**config.mk**
```make
export PLATFORM = sky130hd
export DESIGN_NAME = fetch_queue
export DESIGN_NICKNAME = d
export VERILOG_FILES = /design/src/rtl/fetch_queue.sv
export SDC_FILE = /design/constraint.sdc
export NUM_CORES = 1
export LEC_CHECK = 0
export ABC_CLOCK_PERIOD_IN_PS = 7400
export BUFFER_PORTS_ARGS = -buffer_cell sky130_fd_sc_hd__buf_2
export CAP_MARGIN = 40
export CORE_MARGIN = 2
export CORE_UTILIZATION = 45
export DETAILED_ROUTE_END_ITERATION = 12
export GPL_TIMING_DRIVEN = 0
export PLACE_DENSITY = 0.67
export SYNTH_ARGS = -nofsm -noshare
export SYNTH_HDL_FRONTEND = slang
export SYNTH_SLANG_ARGS = --single-unit
```
**constraint.sdc**
```tcl
create_clock -name clk -period 7.4 [get_ports clk]
set_input_delay 1.11 -clock clk [delete_from_list [all_inputs] [get_ports clk]]
set_output_delay 1.11 -clock clk [all_outputs]
set_load 0.02 [all_outputs]
```
**src/rtl/fetch_queue.sv**
```systemverilog
// Fetch-to-decode instruction queue: circular buffer of {instr, pc} with flush.
// Define FETCH_QUEUE_BYPASS_EN for a zero-latency empty-queue bypass path.
module fetch_queue #(
   parameter int unsigned DEPTH = 4,
   parameter int unsigned AW    = 2
) (
   input  logic          clk,
   input  logic          reset_n,
   input  logic          in_valid,
   input  logic [31:0]   in_instr,
   input  logic [31:0]   in_pc,
   output logic          in_ready,
   output logic          out_valid,
   output logic [31:0]   out_instr,
   output logic [31:0]   out_pc,
   input  logic          out_ready,
   input  logic          flush,
   output logic [AW:0]   count
);

   localparam logic [AW:0] Full = (AW+1)'(DEPTH);

   logic [31:0]   mem_instr_q [DEPTH];
   logic [31:0]   mem_pc_q    [DEPTH];
   logic [AW-1:0] wr_ptr_q, wr_ptr_d;
   logic [AW-1:0] rd_ptr_q, rd_ptr_d;
   logic [AW:0]   count_q, count_d;
   logic          push, pop;
   logic          empty;

   assign empty    = (count_q == '0);
   assign in_ready = (count_q != Full);
   assign count    = count_q;

`ifdef FETCH_QUEUE_BYPASS_EN
   logic bypass;
   // An empty queue forwards fetch straight to decode unless flushing.
   assign bypass    = empty && in_valid && !flush;
   assign out_valid = !empty || bypass;
   assign out_instr = empty ? in_instr : mem_instr_q[rd_ptr_q];
   assign out_pc    = empty ? in_pc    : mem_pc_q[rd_ptr_q];
   // A bypassed word consumed in the same cycle is never stored.
   assign push      = in_valid && in_ready && !(bypass && out_ready);
`else
   assign out_valid = !empty;
   assign out_instr = mem_instr_q[rd_ptr_q];
   assign out_pc    = mem_pc_q[rd_ptr_q];
   assign push      = in_valid && in_ready;
`endif

   assign pop = !empty && out_ready;

   always_comb begin
      wr_ptr_d = wr_ptr_q;
      rd_ptr_d = rd_ptr_q;
      count_d  = count_q;
      if (flush) begin
         wr_ptr_d = '0;
         rd_ptr_d = '0;
         count_d  = '0;
      end else begin
         if (push) wr_ptr_d = wr_ptr_q + 1'b1;
         if (pop)  rd_ptr_d = rd_ptr_q + 1'b1;
         unique case ({push, pop})
            2'b10:   count_d = count_q + 1'b1;
            2'b01:   count_d = count_q - 1'b1;
            default: count_d = count_q;
         endcase
      end
   end

   always_ff @(posedge clk) begin
      if (!reset_n) begin
         wr_ptr_q <= '0;
         rd_ptr_q <= '0;
         count_q  <= '0;
      end else begin
         wr_ptr_q <= wr_ptr_d;
         rd_ptr_q <= rd_ptr_d;
         count_q  <= count_d;
      end
   end

   // Entry storage carries no reset; occupancy alone defines validity.
   always_ff @(posedge clk) begin
      if (push && !flush) begin
         mem_instr_q[wr_ptr_q] <= in_instr;
         mem_pc_q[wr_ptr_q]    <= in_pc;
      end
   end

endmodule

```
**Word-level counts from Yosys, hierarchy flattened**

Memory sizes are Yosys's and may differ from the RTL's. A register that Yosys moved wholly into a read port is not among the register bits.
Cells that the tools add are included.

- Bits in registers: 7
- Latch bits: 0
- Memory bits (writable): 256
- Memory bits (read-only): 0
- Bits of input ports: 69
- Output and inout bits: 69
- Logic and storage cells: 28
- Memories kept: 2

- Add/subtract/negate cells: 4
- Multipliers: 0
- Div/mod/pow operators: 0
- $lt $le $gt $ge: 0
- Equality and inequality tests: 3
- Shift-type cells: 0
- Muxes and demuxes: 7
- Bitwise logic cells: 1
- Reductions and logical operators: 8

Memory list:

| name | depth | bits a word | rd ports | clocked after Yosys merged registers in | write ports | RTL line | RTL |
|---|---|---|---|---|---|---|---|
| mem_instr_q | 4 | 32 | 1 | 1 | 1 | 23 | `logic [31:0] mem_instr_q [DEPTH];` |
| mem_pc_q | 4 | 32 | 1 | 1 | 1 | 24 | `logic [31:0] mem_pc_q [DEPTH];` |

Operator list:

| cell | number |
|---|---|
| two-way mux 2 bit | 4 |
| case mux 3 bit (2 select lines) | 1 |
| adder 2 x 1 -> 2 bit, second input constant | 2 |
| adder 3 x 1 -> 3 bit, second input constant | 1 |
| logical AND 1 bit | 3 |
| zero test 3 bit | 1 |
| inequality test 3 bit, second input constant | 1 |
| subtractor 3 x 1 -> 3 bit, second input constant | 1 |
| == test 2 x 1 -> 1 bit, second input constant | 1 |
| == test 2 bit, second input constant | 1 |
| zero test 1 bit | 2 |
| two-way mux 1 bit | 2 |
| nonzero test 2 bit | 1 |
| OR reduction 2 bit | 1 |
| NOT 1 bit | 1 |

**Logic depth before layout (Yosys ltp)**

Gate-level depths: netlist (run 1).

- Depth in word-level cells: 5
- Depth in mapped cells: 9
- Depth with buffers taken out: 9

**Worst setup path before layout (run 1)**

No wires, ideal clock.

- Path kind: input-to-reg
- Start point: input in_valid
- End point: memory mem_instr_q[0][0] (enable)
- Library setup time: 0.578 ns
- Arrival: 5.944 ns
- Required time: 6.822 ns
- Path slack: 0.878 ns
- Stages: 2
- Path buffers: 0
- Path through: nand2_1 > nor3b_1

- Longest elaborated chain between the ends: 4

Ends and longest elaborated chain:

| what | RTL line | RTL |
|---|---|---|
| start: declaration | 9 | `input logic in_valid,` |
| logical AND 1 bit | 48 | `assign push = in_valid && in_ready;` |
| logical AND 1 bit | 86 | `if (push && !flush) begin` |
| two-way mux 1 bit | 86 |  |
| two-way mux 1 bit (not written as such) | 87 | `mem_instr_q[wr_ptr_q] <= in_instr;` |
| end: declaration | 23 |  |

Every way passes these cells.

==> flow_summary.json, run 1 <==
{
  "relSlewSlack_pct": 45.4,
  "dp_hpwl_um": 12200,
  "synth-edff-count": 256,
  "p_int_mw": 2.54,
  "drc": 0,
  "via_per_inst": 5.22,
  "maxCapViolCount": 0,
  "initial_core_util_pct": 46.2,
  "die_area_mm2": 0.0229,
  "yosys_warnings": 0,
  "grt_use_total_pct": 15.4,
  "p_sw_mw": 0.610,
  "synthCells": 387,
  "synthDistinctLibCells": 24,
  "cts_setup_buffers": 0,
  "reg2regPathDepth": 8,
  "areaGrowthSynthToFinish_pct": 22.7,
  "slew_violations": 0,
  "htreeDepth": 1,
  "pwr-share-comb_pct": 4.7,
  "place.gp.congestion": 0.729,
  "drt-total-wl_um": 17500,
  "antenna_left": 0,
  "die_w_um": 151,
  "setup_viol": 0,
  "row_count": 53,
  "portBuffers": 137,
  "synth_area_mm2": 0.00978,
  "numCtsBuffers": 27,
  "cts.sinks": 265,
  "ir_worst_vdd_mv": 0.213,
  "worst_clock_skew_ns": 0.0154,
  "p_clk_share_pct": 42.0,
  "cts_resized": 0,
  "async_flop_share_pct": 0,
  "r2r_start": "count[0]$_SDFFE_PP0P_",
  "reg2reg_setup_slack_ns": 4.69,
  "layout_commonest_cell": "edfxtp_1",
  "seq_area_frac_synth_pct": 80.4,
  "crit_end": "out_pc[6]",
  "stdcell_area_mm2": 0.0120,
  "worst_pin_slew_ns": 0.816,
  "cts_hold_buf": 0,
  "synth.ff_latch_count": 265,
  "timing.rr.end": "mem_pc_q[1][29]$_DFFE_PP_",
  "cts_tree": "done",
  "p_sw_share_pct": 19.4,
  "design.portCount": 138,
  "drive_above_1_share_pct": 46.9,
  "clk_latency_ns": 0.53,
  "status": "completed",
  "rsz0062_at_grt": "no",
  "power_density_mw_per_mm2": 262,
  "min_period_ns": 3.10,
  "cp.required_ns": 6.29,
  "cts_buffer_depth": 3,
  "syn_area_per_cell_um2": 25.3,
  "syn_nets": 462,
  "grt_max_degree": 14,
  "grt_pass1_wl_um": 26600,
  "layout_common_cells": "edfxtp_1, buf_2, mux4_2, clkbuf_16, buf_4",
  "nets": 662,
  "max_clock_freq_mhz": 323,
  "clockRootBuffer": "clkbuf_16",
  "core_mm2": 0.0212,
  "grt_pass1_vias": 4943,
  "num_vias": 4606,
  "die_h_um": 151,
  "crit_path_end_kind": "output pin",
  "p_leak_nw": 4.10,
  "hold_viol_final": 0,
  "drt-initial-drc-count": 196,
  "antenna_found_initial": 2,
  "worst_hold_slack_ns": 0.523,
  "post-route-period-util_pct": 41.9,
  "synthFlopType": "edfxtp_1",
  "clk_pin_slew_ns": 0.06,
  "cp.arrival_ns": 1.99,
  "hold_path_class": "reg -> reg",
  "crit_fanout": 10,
  "power_frac_seq_pct": 53.3,
  "grt-ovfl-total": 0,
  "wl_per_cell_um": 19.8,
  "place_area_mm2": 0.0111,
  "firstDrtPassIters": 4,
  "crit_path_start_kind": "register",
  "crit_type": "reg -> out"
}
final cells by class:
class,count,area (um^2)
Fill cell,1557,9150
Sequential cell,265,7870
Multi-Input combinational cell,100,1740
Timing Repair Buffer,171,982
Clock buffer,31,691
Tap cell,275,344
Clock inverter,17,178
Buffer,15,170
Inverter,7,26.3
Antenna cell,1,2.50
power by group through the flow:
stage	registers [mW]	clock network [mW]	logic, mW
CTS	1.68	1.35	0.151
finish	1.68	1.32	0.148
floorplan	1.71	0	0.0787
global route	1.68	1.40	0.161
detailed placement	1.71	0	0.151
global placement	1.71	0	0.138
synthesized netlist by cell type (all sizes together) (3+ instances only):
| library cell | n | area share (%) |
|---|---|---|
| o21ai | 3 | 0.15 |
| xor2 | 3 | 0.27 |
| mux4 | 64 | 15 |
| nor3b | 5 | 0.38 |
| nor2 | 6 | 0.23 |
| dfxtp | 9 | 1.8 |
| ha | 5 | 0.64 |
| buf | 13 | 1.6 |
| inv | 7 | 0.27 |
| a21oi | 4 | 0.20 |
| edfxtp | 256 | 79 |
worst max-delay path, stage by stage (launching register included):
cell,delay (ns)
dfxtp_1,0.31
clkbuf_2,0.26
buf_2,0.34
mux4_2,0.37
buf_2,0.18
state kept, by name, summed over array words and instances (netlist names), named ones only:
| name | count |
|---|---|
| mem_instr_q | 128 |
| mem_pc_q | 128 |
| wr_ptr_q | 2 |
| rd_ptr_q | 2 |
| count | 3 |
per-layer routing:
layer / global-route usage, % / up-vias / wire (um)
met4: 4.44 / 2 / 392
li1: - / 2052 / -
met2: 26.4 / 129 / 8750
met5: 0 / - / 13
met3: 3.49 / 37 / 1110
met1: 19.7 / 2386 / 7210
worst min path at each step:
| stage | cells after the start | end | from |
|---|---|---|---|
| global placement | 2 | wr_ptr_q[0]$_SDFFE_PP0P_ | wr_ptr_q[0]$_SDFFE_PP0P_ |
| finish | 2 | register | rd_ptr_q[0]$_SDFFE_PP0P_ |
| detailed placement | 2 | register | rd_ptr_q[0]$_SDFFE_PP0P_ |
| global route | 2 | register | rd_ptr_q[0]$_SDFFE_PP0P_ |
| CTS | 2 | register | rd_ptr_q[0]$_SDFFE_PP0P_ |
| floorplan | 2 | wr_ptr_q[0]$_SDFFE_PP0P_ | wr_ptr_q[0]$_SDFFE_PP0P_ |
logic make-up (layout without fill, tap and decap cells):
| family | after synthesis | count (layout) | synth area share [%] |
|---|---|---|---|
| DFF | 265 | 265 | 80.4 |
| muxes | 64 | 64 | 14.9 |
| other | 0 | 1 | 0 |
| xor gates and xnor gates | 4 | 4 | 0.358 |
| adders and majority gates | 6 | 6 | 0.844 |
| buffers and inverters | 22 | 241 | 2.01 |
| and+or+nand+nor | 17 | 17 | 0.946 |
| AOI/OAI and AO/OA | 9 | 9 | 0.537 |
per-stage QoR:
step                setup slack [ns]  util [%]  TNS [ns]  total power, mW  instances
floorplan                      0.878         -         0             1.79        387
global placement               -3.17      51.1   -797.34             1.85        799
detailed placement              4.16      52.6         0             1.86        833
CTS                             4.19      56.7         0             3.18        881
global route                    4.16      56.7         0             3.24        881
finish                          4.30      56.7         0             3.15        882
Power figures use the tool's default switching activity.
==> inputs of run 2 (changes only) <==
--- a/config.mk
+++ b/config.mk
@@ -5,14 +5,14 @@
 export SDC_FILE = /design/constraint.sdc
 export NUM_CORES = 1
 export LEC_CHECK = 0
-export ABC_CLOCK_PERIOD_IN_PS = 7400
+export ABC_CLOCK_PERIOD_IN_PS = 2600
 export BUFFER_PORTS_ARGS = -buffer_cell sky130_fd_sc_hd__buf_2
 export CAP_MARGIN = 40
 export CORE_MARGIN = 2
 export CORE_UTILIZATION = 45
 export DETAILED_ROUTE_END_ITERATION = 12
 export GPL_TIMING_DRIVEN = 0
-export PLACE_DENSITY = 0.67
+export PLACE_DENSITY = 0.7
 export SYNTH_ARGS = -nofsm -noshare
 export SYNTH_HDL_FRONTEND = slang
 export SYNTH_SLANG_ARGS = --single-unit
==> constraint.sdc (replaced) <==
create_clock -name clk -period 2.6 [get_ports clk]
set_input_delay 0.39 -clock clk [delete_from_list [all_inputs] [get_ports clk]]
set_output_delay 0.39 -clock clk [all_outputs]
set_load 0.02 [all_outputs]
==> run 2 against run 1 <==
Critical path depth is the same. Worst setup slack lost 4.1 ns. Count of clock-buffer cells in the layout grew 10. Final area grew 0.78%. Register-to-register slack lost 4.3 ns. Combinational power grew to 2.9 times the previous value. Clock skew shrank 0.0062 ns. Non-clock buffer count shrank 14. Final cell count shrank 1.1%.
==> flow_summary.json, run 2 (synthesized netlist as in run 1, its figures left out) <==
{
  "cts_setup_buffers": 0,
  "register_area_mm2": 0.00787,
  "max_clock_freq_mhz": 421,
  "cp.arrival_ns": 1.98,
  "status": "completed",
  "crit_end": "out_pc[12]",
  "core_mm2": 0.0212,
  "worst_hold_slack_ns": 0.0816,
  "grt_pass1_wl_um": 26800,
  "row_count": 53,
  "initial_core_util_pct": 46.2,
  "grt-ovfl-total": 0,
  "min_period_ns": 2.37,
  "cts_hold_buf": 0,
  "cts_buffer_depth": 3,
  "p_leak_nw": 4.09,
  "nets": 649,
  "clk_latency_ns": 0.52,
  "grt_pass1_vias": 4919,
  "hold_path_class": "in -> reg",
  "cp_slowest_stage_delay_ns": 0.35,
  "rsz0062_at_grt": "no",
  "timing.rr.end": "count[2]$_SDFFE_PP0P_",
  "post-route-period-util_pct": 91.3,
  "numCtsBuffers": 28,
  "drive_above_1_share_pct": 47.0,
  "reg2regPathDepth": 9,
  "reg2reg_setup_slack_ns": 0.39,
  "grt_use_total_pct": 15.6,
  "slew_violations": 0,
  "cts_resized": 0,
  "layout_common_cells": "edfxtp_1, buf_2, mux4_2, clkbuf_16, buf_8",
  "cp_cell_sequence": "clkbuf_2, buf_2, mux4_2, buf_2",
  "setup_viol": 0,
  "crit_fanout": 10,
  "power_density_mw_per_mm2": 746,
  "r2r_start": "count[1]$_SDFFE_PP0P_",
  "relSlewSlack_pct": 62.4,
  "n_fill_cell": 1577,
  "antenna_left": 0,
  "htreeDepth": 1,
  "antenna_found_initial": 3,
  "crit_slowest_cell": "buf_2",
  "design.portCount": 138,
  "layout_commonest_cell": "edfxtp_1",
  "worst_clock_skew_ns": 0.00918,
  "stdcell_area_mm2": 0.0121,
  "cp.required_ns": 2.21,
  "grt_max_degree": 16,
  "maxCapViolCount": 0,
  "place_area_mm2": 0.0112,
  "hold_viol_final": 0,
  "crit_path_start_kind": "register",
  "p_sw_share_pct": 19.7,
  "via_per_inst": 5.21,
  "drt-initial-drc-count": 149,
  "firstDrtPassIters": 4,
  "cts.sinks": 265,
  "drc": 0,
  "cts_tree": "done",
  "areaGrowthSynthToFinish_pct": 23.6,
  "p_clk_share_pct": 42.2,
  "portBuffers": 137,
  "crit_path_end_kind": "output pin",
  "clk_pin_slew_ns": 0.06,
  "die_h_um": 151,
  "num_vias": 4540,
  "die_w_um": 151,
  "wl_per_cell_um": 20.4,
  "p_sw_mw": 1.78,
  "multi_input_area_mm2": 0.00178,
  "ir_worst_vdd_mv": 0.539,
  "worst_pin_slew_ns": 0.564,
  "die_area_mm2": 0.0229,
  "p_int_mw": 7.24,
  "place.gp.congestion": 0.690,
  "dp_hpwl_um": 12100,
  "clockRootBuffer": "clkbuf_16",
  "pwr-share-comb_pct": 4.8,
  "power_frac_seq_pct": 52.9,
  "crit_type": "reg -> out",
  "drt-total-wl_um": 17800,
  "crit_top_cell": "buf_2"
}
## run 2: metal layers
layer  global-route usage [%]  share of wire [%]
met1                     19.8                 41
met2                     27.0                 51
met3                     4.46                7.3
met4                     3.32               0.90
met5                        0               0.15
## run 2: cell type report
class / instances / share of cell area (%)
multi-input combinational: 100 / 14.7
sequential: 265 / 65.1
timing repair buffer: 157 / 8.22
clock inverter: 11 / 0.900
antenna: 1 / 0.0207
buffer: 15 / 1.41
clock buffer: 41 / 6.54
tap: 275 / 2.85
inverter: 7 / 0.217
## run 2: worst max-delay path, delay by kind of cell, from the launching register on
kind | cells | cell delay [ns]
buffers and inverters | 3 | 0.81
multiplexers | 1 | 0.35
flip-flops | 1 | 0.31
## run 2: worst min-delay path by stage
stage / start / endpoint / slack, ns / depth (start not counted)
finish: in_instr[6] / mem_instr_q[2][6]$_DFFE_PP_ / 0.08 / 1
global route: in_pc[5] / mem_pc_q[0][5]$_DFFE_PP_ / 0.06 / 1
CTS: in_instr[6] / mem_instr_q[2][6]$_DFFE_PP_ / 0.05 / 1
detailed placement: wr_ptr_q[1]$_SDFFE_PP0P_ / wr_ptr_q[1]$_SDFFE_PP0P_ / 0.52 / 2
global placement: wr_ptr_q[0]$_SDFFE_PP0P_ / wr_ptr_q[0]$_SDFFE_PP0P_ / 0.49 / 2
floorplan: wr_ptr_q[0]$_SDFFE_PP0P_ / wr_ptr_q[0]$_SDFFE_PP0P_ / 0.48 / 2
## run 2: through the flow
step	power [mW]	instances	utilization (%)	setup TNS (ns)	setup WS, ns
global route	9.33	871	57.2	0	0.119
detailed placement	5.31	819	52.9	0	0.390
floorplan	5.09	387	-	-72.57	-0.283
global placement	5.26	799	51.4	-370.71	-1.45
finish	9.02	872	57.2	0	0.226
CTS	9.13	871	57.2	0	0.151
## run 2: power groups by stage
stage / Clock [mW] / Sequential, mW / Combinational (mW)
2_1_floorplan: 0 / 4.87 / 0.229
3_3_place_gp: 0 / 4.87 / 0.399
3_5_place_dp: 0 / 4.87 / 0.441
4_1_cts: 3.92 / 4.78 / 0.442
5_1_grt: 4.08 / 4.78 / 0.470
6_report: 3.81 / 4.77 / 0.435
